--- src/rtl/light_pkg.sv ---
// Shared definitions for the light path: ramp FSM state encoding, step-tick
// sizing helpers and width-parameterised saturating arithmetic.
package light_pkg;

  // Ramp FSM state encoding.
  typedef enum logic [1:0] {
    IDLE      = 2'd0,
    RAMP_UP   = 2'd1,
    RAMP_DOWN = 2'd2
  } state_e;

  // Width of the carrier used by the saturating helpers; callers cast in/out.
  localparam int unsigned SAT_W = 32;

  // Clock cycles per ramp step.
  function automatic int unsigned ticks_f(input int unsigned clock_freq_mhz,
                                          input int unsigned step_period_us);
    return clock_freq_mhz * step_period_us;
  endfunction

  // Tick counter width; a one-cycle step period still needs a 1-bit counter.
  function automatic int unsigned cnt_width_f(input int unsigned ticks);
    return (ticks > 1) ? 32'($clog2(ticks)) : 32'd1;
  endfunction

  // a + b clamped to 2^width - 1; the sum carries one extra bit so it cannot wrap.
  function automatic logic [SAT_W-1:0] sat_add(input logic [SAT_W-1:0] a,
                                               input logic [SAT_W-1:0] b,
                                               input int unsigned      width);
    logic [SAT_W:0] sum;
    logic [SAT_W:0] max_v;
    sum   = {1'b0, a} + {1'b0, b};
    max_v = ((SAT_W+1)'(1) << width) - (SAT_W+1)'(1);
    return (sum > max_v) ? max_v[SAT_W-1:0] : sum[SAT_W-1:0];
  endfunction

  // a - b clamped to 0; underflow is detected before subtracting.
  function automatic logic [SAT_W-1:0] sat_sub(input logic [SAT_W-1:0] a,
                                               input logic [SAT_W-1:0] b);
    return (a < b) ? '0 : (a - b);
  endfunction

endpackage

--- src/rtl/step_tick_gen.sv ---
// Ramp step timebase: counts 0..TICKS-1 while enabled and pulses tick_o for
// one cycle at TICKS-1, then wraps to 0.
// Ports: clk_i/rst_i (async active-high), clear_i forces the count to 0,
// enable_i advances the count, tick_o step pulse.
module step_tick_gen
  import light_pkg::*;
#(
  parameter int unsigned TICKS = 4
) (
  input  logic clk_i,
  input  logic rst_i,
  input  logic clear_i,
  input  logic enable_i,
  output logic tick_o
);

  localparam int unsigned       CNT_W = cnt_width_f(TICKS);
  localparam logic [CNT_W-1:0]  LAST  = CNT_W'(TICKS - 1);

  logic [CNT_W-1:0] cnt_q, cnt_d;

  assign tick_o = enable_i && (cnt_q == LAST);

  // Next count: clear wins, otherwise advance and wrap on the tick.
  always_comb begin
    cnt_d = cnt_q;
    if (clear_i) begin
      cnt_d = '0;
    end else if (enable_i) begin
      cnt_d = tick_o ? '0 : cnt_q + CNT_W'(1);
    end
  end

  always_ff @(posedge clk_i or posedge rst_i) begin
    if (rst_i) begin
      cnt_q <= '0;
    end else begin
      cnt_q <= cnt_d;
    end
  end

endmodule

--- src/rtl/brightness_sequencer.sv ---
// Brightness sequencer between the encoder decoder and pwm_gen. Encoder steps
// and preset loads update a shared target; value_o fades toward it one LSB per
// step period.
// Ports: clk_i/rst_i (async active-high); inc_i/dec_i encoder pulses;
// preset_valid_i/preset_value_i/preset_ready_o preset handshake (ready only
// in IDLE); value_o PWM value; target_o current target; busy_o ramp active.
module brightness_sequencer
  import light_pkg::*;
#(
  parameter int unsigned CLOCK_FREQ_MHZ = 100,
  parameter int unsigned STEP_PERIOD_US = 1000,
  parameter int unsigned VALUE_SIZE     = 8,
  parameter int unsigned BRIGHTNESS_INC = 5
) (
  input  logic                  clk_i,
  input  logic                  rst_i,
  input  logic                  inc_i,
  input  logic                  dec_i,
  input  logic                  preset_valid_i,
  input  logic [VALUE_SIZE-1:0] preset_value_i,
  output logic                  preset_ready_o,
  output logic [VALUE_SIZE-1:0] value_o,
  output logic [VALUE_SIZE-1:0] target_o,
  output logic                  busy_o
);

  localparam int unsigned      TICKS = ticks_f(CLOCK_FREQ_MHZ, STEP_PERIOD_US);
  localparam logic [SAT_W-1:0] INC_W = SAT_W'(BRIGHTNESS_INC);

  state_e                state_q, state_d;
  logic [VALUE_SIZE-1:0] value_q, value_d;
  logic [VALUE_SIZE-1:0] target_q, target_d;
  logic                  busy_q, busy_d;
  logic                  preset_acc;
  logic                  tick;

  // Counter idles at 0 and restarts from 0 on every IDLE->RAMP entry.
  step_tick_gen #(
    .TICKS (TICKS)
  ) u_step_tick_gen (
    .clk_i    (clk_i),
    .rst_i    (rst_i),
    .clear_i  (state_q == IDLE),
    .enable_i (state_q != IDLE),
    .tick_o   (tick)
  );

  assign preset_ready_o = (state_q == IDLE);

  // Target update, ramp step and next state from next-cycle target vs value.
  always_comb begin
    target_d   = target_q;
    value_d    = value_q;
    state_d    = state_q;
    busy_d     = busy_q;
    preset_acc = preset_valid_i && (state_q == IDLE);

    // Preset beats encoder; opposing encoder pulses cancel.
    if (preset_acc) begin
      target_d = preset_value_i;
    end else if (inc_i && !dec_i) begin
      target_d = VALUE_SIZE'(sat_add(SAT_W'(target_q), INC_W, VALUE_SIZE));
    end else if (dec_i && !inc_i) begin
      target_d = VALUE_SIZE'(sat_sub(SAT_W'(target_q), INC_W));
    end

    if (tick) begin
      case (state_q)
        RAMP_UP:   value_d = value_q + VALUE_SIZE'(1);
        RAMP_DOWN: value_d = value_q - VALUE_SIZE'(1);
        default:   value_d = value_q;
      endcase
    end

    // Comparing against the stepped value lets the final step land in IDLE.
    if (target_d > value_d) begin
      state_d = RAMP_UP;
    end else if (target_d < value_d) begin
      state_d = RAMP_DOWN;
    end else begin
      state_d = IDLE;
    end

    busy_d = (state_d != IDLE);
  end

  always_ff @(posedge clk_i or posedge rst_i) begin
    if (rst_i) begin
      state_q  <= IDLE;
      value_q  <= '0;
      target_q <= '0;
      busy_q   <= 1'b0;
    end else begin
      state_q  <= state_d;
      value_q  <= value_d;
      target_q <= target_d;
      busy_q   <= busy_d;
    end
  end

  assign value_o  = value_q;
  assign target_o = target_q;
  assign busy_o   = busy_q;

endmodule

--- config.mk ---
export PLATFORM = sky130hd
export DESIGN_NAME = brightness_sequencer
export DESIGN_NICKNAME = d
export VERILOG_FILES = /design/src/rtl/light_pkg.sv /design/src/rtl/step_tick_gen.sv /design/src/rtl/brightness_sequencer.sv
export SDC_FILE = /design/constraint.sdc
export NUM_CORES = 1
export LEC_CHECK = 0
export CELL_PAD_IN_SITES_DETAIL_PLACEMENT = 0
export CELL_PAD_IN_SITES_GLOBAL_PLACEMENT = 1
export CORE_MARGIN = 8
export CORE_UTILIZATION = 39
export CTS_CLUSTER_DIAMETER = 150
export CTS_CLUSTER_SIZE = 20
export DETAILED_ROUTE_END_ITERATION = 16
export PLACE_DENSITY = 0.85
export SETUP_SLACK_MARGIN = 0.02
export SYNTH_ARGS = -nofsm -noshare
export SYNTH_HDL_FRONTEND = slang
export SYNTH_SLANG_ARGS = --single-unit
--- constraint.sdc ---
create_clock -name clk_i -period 2.6 [get_ports clk_i]
set_clock_uncertainty 0.05 [all_clocks]
set_input_delay 0.52 -clock clk_i [delete_from_list [all_inputs] [get_ports clk_i]]
set_output_delay 0.52 -clock clk_i [all_outputs]
set_load 0.01 [all_outputs]
After elaboration in Yosys (flattened, before gate mapping)
Index checks and enable logic that the tools add are counted.

Bits in registers: 36. Bits in latches: 0. RAM bits: 0. ROM bits: 0. Input port bits: 13. Output and inout port bits: 18. Memories kept: 0.

Add/sub/neg operators: 5. $mul: 0. Divide/modulo/power cells: 0. Order comparisons: 4. Equality and inequality tests: 3. Shift-type cells: 0. Muxes and demuxes: 12. Bitwise logic cells: 0. Reductions and logical operators: 10.

Operator list (number): 17-bit 2-to-1 mux (3); 8-bit 2-to-1 mux (6); 17-bit by 1-bit adder with 17-bit output (second input constant) (1); 17-bit == test (second input constant) (1); 8-bit one-hot mux with 2 select lines (1); 8-bit by 3-bit adder with 9-bit output (second input constant) (1); 9-bit by 8-bit greater-than comparator with 1-bit output (second input constant) (1); 8-bit by 1-bit adder with 8-bit output (second input constant) (1); 8-bit greater-than comparator (1); 8-bit by 3-bit less-than comparator with 1-bit output (second input constant) (1); 8-bit less-than comparator (1); 8-bit by 1-bit subtractor with 8-bit output (second input constant) (1); 8-bit by 3-bit subtractor with 8-bit output (second input constant) (1); 2-bit nonzero test (3); 1-bit logical AND (4); 2-bit 2-to-1 mux (2); 2-bit by 1-bit == test with 1-bit output (second input constant) (1); 2-bit == test (second input constant) (1); 1-bit logical NOT (2); 2-bit logical NOT (1).

Longest topological paths before layout
Depth after elaboration: 9. Depth in mapped cells: 13. Mapped depth without buffers: 13.

By module
From an unflattened synthesis, not the netlist that was laid out.

Cells, all modules: 309. Area, all modules: 2783.9 sq um.

By module, submodules not included: brightness_sequencer (instances 1, cells an instance 207, area each 1831.8 sq um, seq. area each 475.5 sq um); step_tick_gen (instances 1, cells an instance 102, area each 952.2 sq um, seq. area each 425.4 sq um).

Least setup slack after synthesis
OpenSTA, ideal clock, no wires.

Path kind: register to register. From: reg state_q[0]. To: reg state_q[0]. Setup time: 0.129 ns. Arrival: 2.673 ns. Slack: -0.252 ns. Cell stages (with the launch flop): 14. Path through: dfrtp_1 > inv_1 > ha_1 > nor4_1 > nand3_1 > nor2_2 > mux2_2 > inv_1 > ha_1 > nor2b_1 > o21a_1 > o21a_1 > o21bai_1 > a21oi_1.

Cells in the longest elaborated chain, start to end: 5.

Ends and longest elaborated chain: start: declaration (line brightness_sequencer.sv:30) `state_e state_q, state_d;`; start signal: assignment (line brightness_sequencer.sv:94) `state_q <= state_d;`; 2-bit logical NOT; net preset_ready_o (line brightness_sequencer.sv:21) `output logic preset_ready_o,`; 1-bit logical AND (line brightness_sequencer.sv:56) `preset_acc = preset_valid_i && (state_q == IDLE);`; 8-bit 2-to-1 mux (line brightness_sequencer.sv:59) `if (preset_acc) begin`; 8-bit greater-than comparator (line brightness_sequencer.sv:76) `if (target_d > value_d) begin`; 2-bit 2-to-1 mux (line brightness_sequencer.sv:76); net state_d[0] (line brightness_sequencer.sv:30).

The timed path passes the listed nets, and every way through them passes these cells. A chain may end at the register's enable or synchronous reset.

Worst setup path in the final report
From: reg state_q[1]. To: reg busy_q (netlist: busy_o).

Cells in the longest elaborated chain, start to end: 7.

Ends and longest elaborated chain: 2-bit == test (tied with other cells) (line brightness_sequencer.sv:68) `case (state_q)`; 8-bit one-hot mux with 2 select lines (tied with other cells) (line brightness_sequencer.sv:68); 8-bit 2-to-1 mux (on tied branches) (line brightness_sequencer.sv:67, brightness_sequencer.sv:59); 8-bit less-than comparator (line brightness_sequencer.sv:78) `end else if (target_d < value_d) begin`; 2-bit 2-to-1 mux (line brightness_sequencer.sv:78); 2-bit 2-to-1 mux (*) (line brightness_sequencer.sv:76); 2-bit nonzero test (*) (line brightness_sequencer.sv:84) `busy_d = (state_d != IDLE);`; net busy_d (line brightness_sequencer.sv:33) `logic busy_q, busy_d;`; end signal: assignment (line brightness_sequencer.sv:97) `busy_q <= busy_d;`; end: declaration (line brightness_sequencer.sv:33).

Mark *: on every way through the listed nets, which the timed path passes. The rest lies on a longest branch.

==> impl_metrics.csv <==
group,metric,value,unit
outcome,status,"finished with violations",
outcome,violations,"negative setup slack",
placed_design,hpwl,5090,um
sta,worst_slew_pin_slew,0.468,ns
setup_path,crit_path_max_incr_delay,0.42,ns
global_routing,grt_pass1_vias,2446,
yosys,yosysSeqAreaShare,35.3,%
sta,fin_crit,2.78,ns
pwr,powerDensity,865,nW/um^2
detailed_routing,route.detailed.drc,0,
clocking,cts_max_level,2,
die,ioPinCount,31,
sta,slew_viol_final,0,
setup_path,worstPathRequired,2.73,ns
sta,fmax,360,MHz
yosys,ys.flop_type,"dfrtp_1",
clocking,cts_tree,"built",
global_routing,grt_overflow,0,
die,core_area,6350,um^2
cells_and_area,diodes,0,
yosys,synthArstFlopShare,100,%
detailed_routing,wire_per_inst,15.3,um
detailed_routing,m1WireLength,3110,um
setup_path,worstSetupEndpointType,"register",
yosys,synth_seq_cells,36,
clocking,clk_pin_slew,0.07,ns
pwr,p_leak,0.00163,uW
cells_and_area,area_delta_synth_final,45.7,%
setup_path,path_class,"register to register",
detailed_routing,drt_iter0_drc,87,
sta,rsz0062_at_grt,"true",
hold_path,hp-class,"register to register",
die,num_rows,29,
detailed_routing,wl,6850,um
detailed_routing,wl_met3,258,um
setup_path,start_kind,"register",
placed_design,place_inst,432,
sta,final.period_utilization,107,%
global_routing,groute.usage.overall,14.7,%
clocking,clockRootBuffer,"clkbuf_8",
detailed_routing,num_vias,2408,
sta,slew_headroom,68.6,%
yosys,syn_nets,309,
clocking,cts_hold_buf,0,
placed_design,port_buffers,30,
pwr,power,3220,uW
setup_path,critPathMaxFanout,8,
pwr,irDropWorstVdd,392,uV
yosys,syn_avg_cell_area,9.24,um^2
setup_path,critPathArrivalTime,2.91,ns
global_routing,grt_start_max_net_pins,37,
yosys,syn_inst,276,
detailed_routing,route.met2.wl,3360,um
clocking,clock_sinks,36,
clocking,clock_latency,0.29,ns
cells_and_area,nets,404,
die,start_util,40.2,%
placed_design,dp_slack,-0.596,ns
yosys,netlist_area,2550,um^2
clocking,clk_path_buf_depth,2,
sta,setup_viol,3,
cells_and_area,layoutNonFillerInstCount,449,
setup_path,crit_path_cell_trace,"ha_4, fa_2, a21o_1, a21oi_2, buf_4, xnor2_1, mux2i_1, ha_1, nand4_1, o21bai_4, a211o_1",
global_routing,antenna_found_initial,0,
yosys,synth_warnings,0,
detailed_routing,highest_layer,"met4",
cells_and_area,final_util,58.5,%
detailed_routing,postRouteAntennaNets,0,
clocking,numCtsBuffers,5,
cells_and_area,drive_gt1_share,32.3,%
detailed_routing,first_pass_iters,4,
die,die_x,96.9,um
yosys,ys_top_cells_by_area,"dfrtp_1 35%, ha_1 9.3%, xor2_1 5.2%",
detailed_routing,via_per_inst,5.36,
run,maxCapViolations,0,
placed_design,place.gp.congestion,0.847,
global_routing,grt_pass1_wl,11800,um
yosys,synth_top_area_share,35.3,%
setup_path,crit_path_top_delay_cell,"dfrtp_1",
yosys,yosysUniqueCellTypes,53,
die,dieArea,9380,um^2
yosys,yosys.area.top_type,"dfrtp_1",
sta,hold_viol_final,0,
yosys,synth_edf_count,0,
sta,setup_slack,-0.181,ns
die,die_y,96.9,um
[critical path: cells and delay by family, from the launching register on]
| kind | cells | cell delay [ns] |
|---|---|---|
| AO/OA/AOI/OAI | 4 | 0.78 |
| XOR/XNOR | 1 | 0.13 |
| adder cells (fa/ha/maj) | 3 | 0.90 |
| buffers and inverters | 1 | 0.13 |
| flip-flops | 1 | 0.42 |
| multiplexers | 1 | 0.13 |
| AND/OR/NAND/NOR | 1 | 0.12 |
[report_power, final]
group	internal, uW	switching, uW	total, uW
Combinational	1070	955	2030
Clock	187	211	398
Sequential	673	117	790
[through the flow]
| stage | hold WS, ns | cell area [um^2] | setup TNS, ns |
|---|---|---|---|
| floorplan | 0.406 | 2690 | -0.0313 |
| global placement | 0.452 | 3490 | -1.50 |
| detailed placement | 0.469 | 3490 | -1.76 |
| CTS | 0.481 | 3670 | -0.504 |
| global route | 0.508 | 3720 | -0.972 |
| finish | 0.480 | 3720 | -0.448 |
[sequential cells by signal, summed over array words and instances, names as in the netlist]
name / cells
u_step_tick_gen.cnt_q: 17
target_o: 8
value_o: 8
busy_o: 1
state_q: 2
[cells in the final DEF, fill, tap and decap left out, types with 4 or more instances in the layout]
cell and count:
buf_4 67, dfrtp_1 35, nor2_1 30, clkdlybuf4s50_1 28, xor2_1 15, nand3_1 13
nand2_1 12, inv_1 11, xnor2_1 11, a21oi_1 10, o21a_1 9, ha_1 9
o21ai_0 8, nor3_1 7, mux2_2 6, nand4_1 6, ha_4 6, clkbuf_8 5
mux2i_1 4, a21o_1 4, ha_2 4
[repair_timing]
action,in CTS,in global routing
resized for setup,14,4
setup endpoints to repair,3,3
pin swaps,15,11
buffers inserted,6,3
[layout make-up]
cell class                      count  area (um^2)
Clock buffer                        5         68.8
Fill cell                         554         2630
Multi-Input combinational cell    218         1760
Tap cell                           77         96.3
Clock inverter                      3         18.8
Timing Repair Buffer               98          821
Inverter                           12         45.0
Sequential cell                    36          902
[worst paths after layout]
check	depth (start not counted)	end	start	slack, ns
max	11	busy_o	state_q[1]	-0.18
min in group asynchronous	3	u_step_tick_gen.cnt_q[4]	rst_i	0.58
min	1	value_o[7]	value_o[7]	0.48
max reg2reg	11	busy_o	state_q[1]	-0.18
max in group asynchronous	3	target_o[0]	rst_i	1.57
min reg2reg	1	value_o[7]	value_o[7]	0.48
[metal layers]
| layer | track usage [%] | vias up |
|---|---|---|
| li1 | - | 1184 |
| met1 | 18.1 | 1157 |
| met2 | 25.4 | 57 |
| met3 | 2.63 | 10 |
| met4 | 4.26 | 0 |
| met5 | 0 | - |
[cell families after synthesis]
group                      count (synthesis)  synth area share [%]
adders and majority gates                 20                  10.1
DFF                                       36                  35.3
and+or+nand+nor                          103                  21.7
AOI/OAI and AO/OA                         58                  15.7
muxes                                     11                  4.66
xor gates and xnor gates                  26                  8.93
buffers and inverters                     22                  3.63
[synth_stat cells (3+ instances only)]
library cell	count
a21o_1	4
a21oi_1	13
and3_1	4
buf_2	4
clkbuf_1	4
dfrtp_1	36
ha_1	19
inv_1	12
mux2_2	7
mux2i_1	4
nand2_1	12
nand2b_1	4
nand3_1	15
nand4_1	6
nor2_1	32
nor2b_1	5
nor3_1	7
o211ai_1	3
o21a_1	9
o21ai_0	9
o221ai_1	3
xnor2_1	11
xor2_1	15
Note: power is estimated with default switching activity, not from simulation.
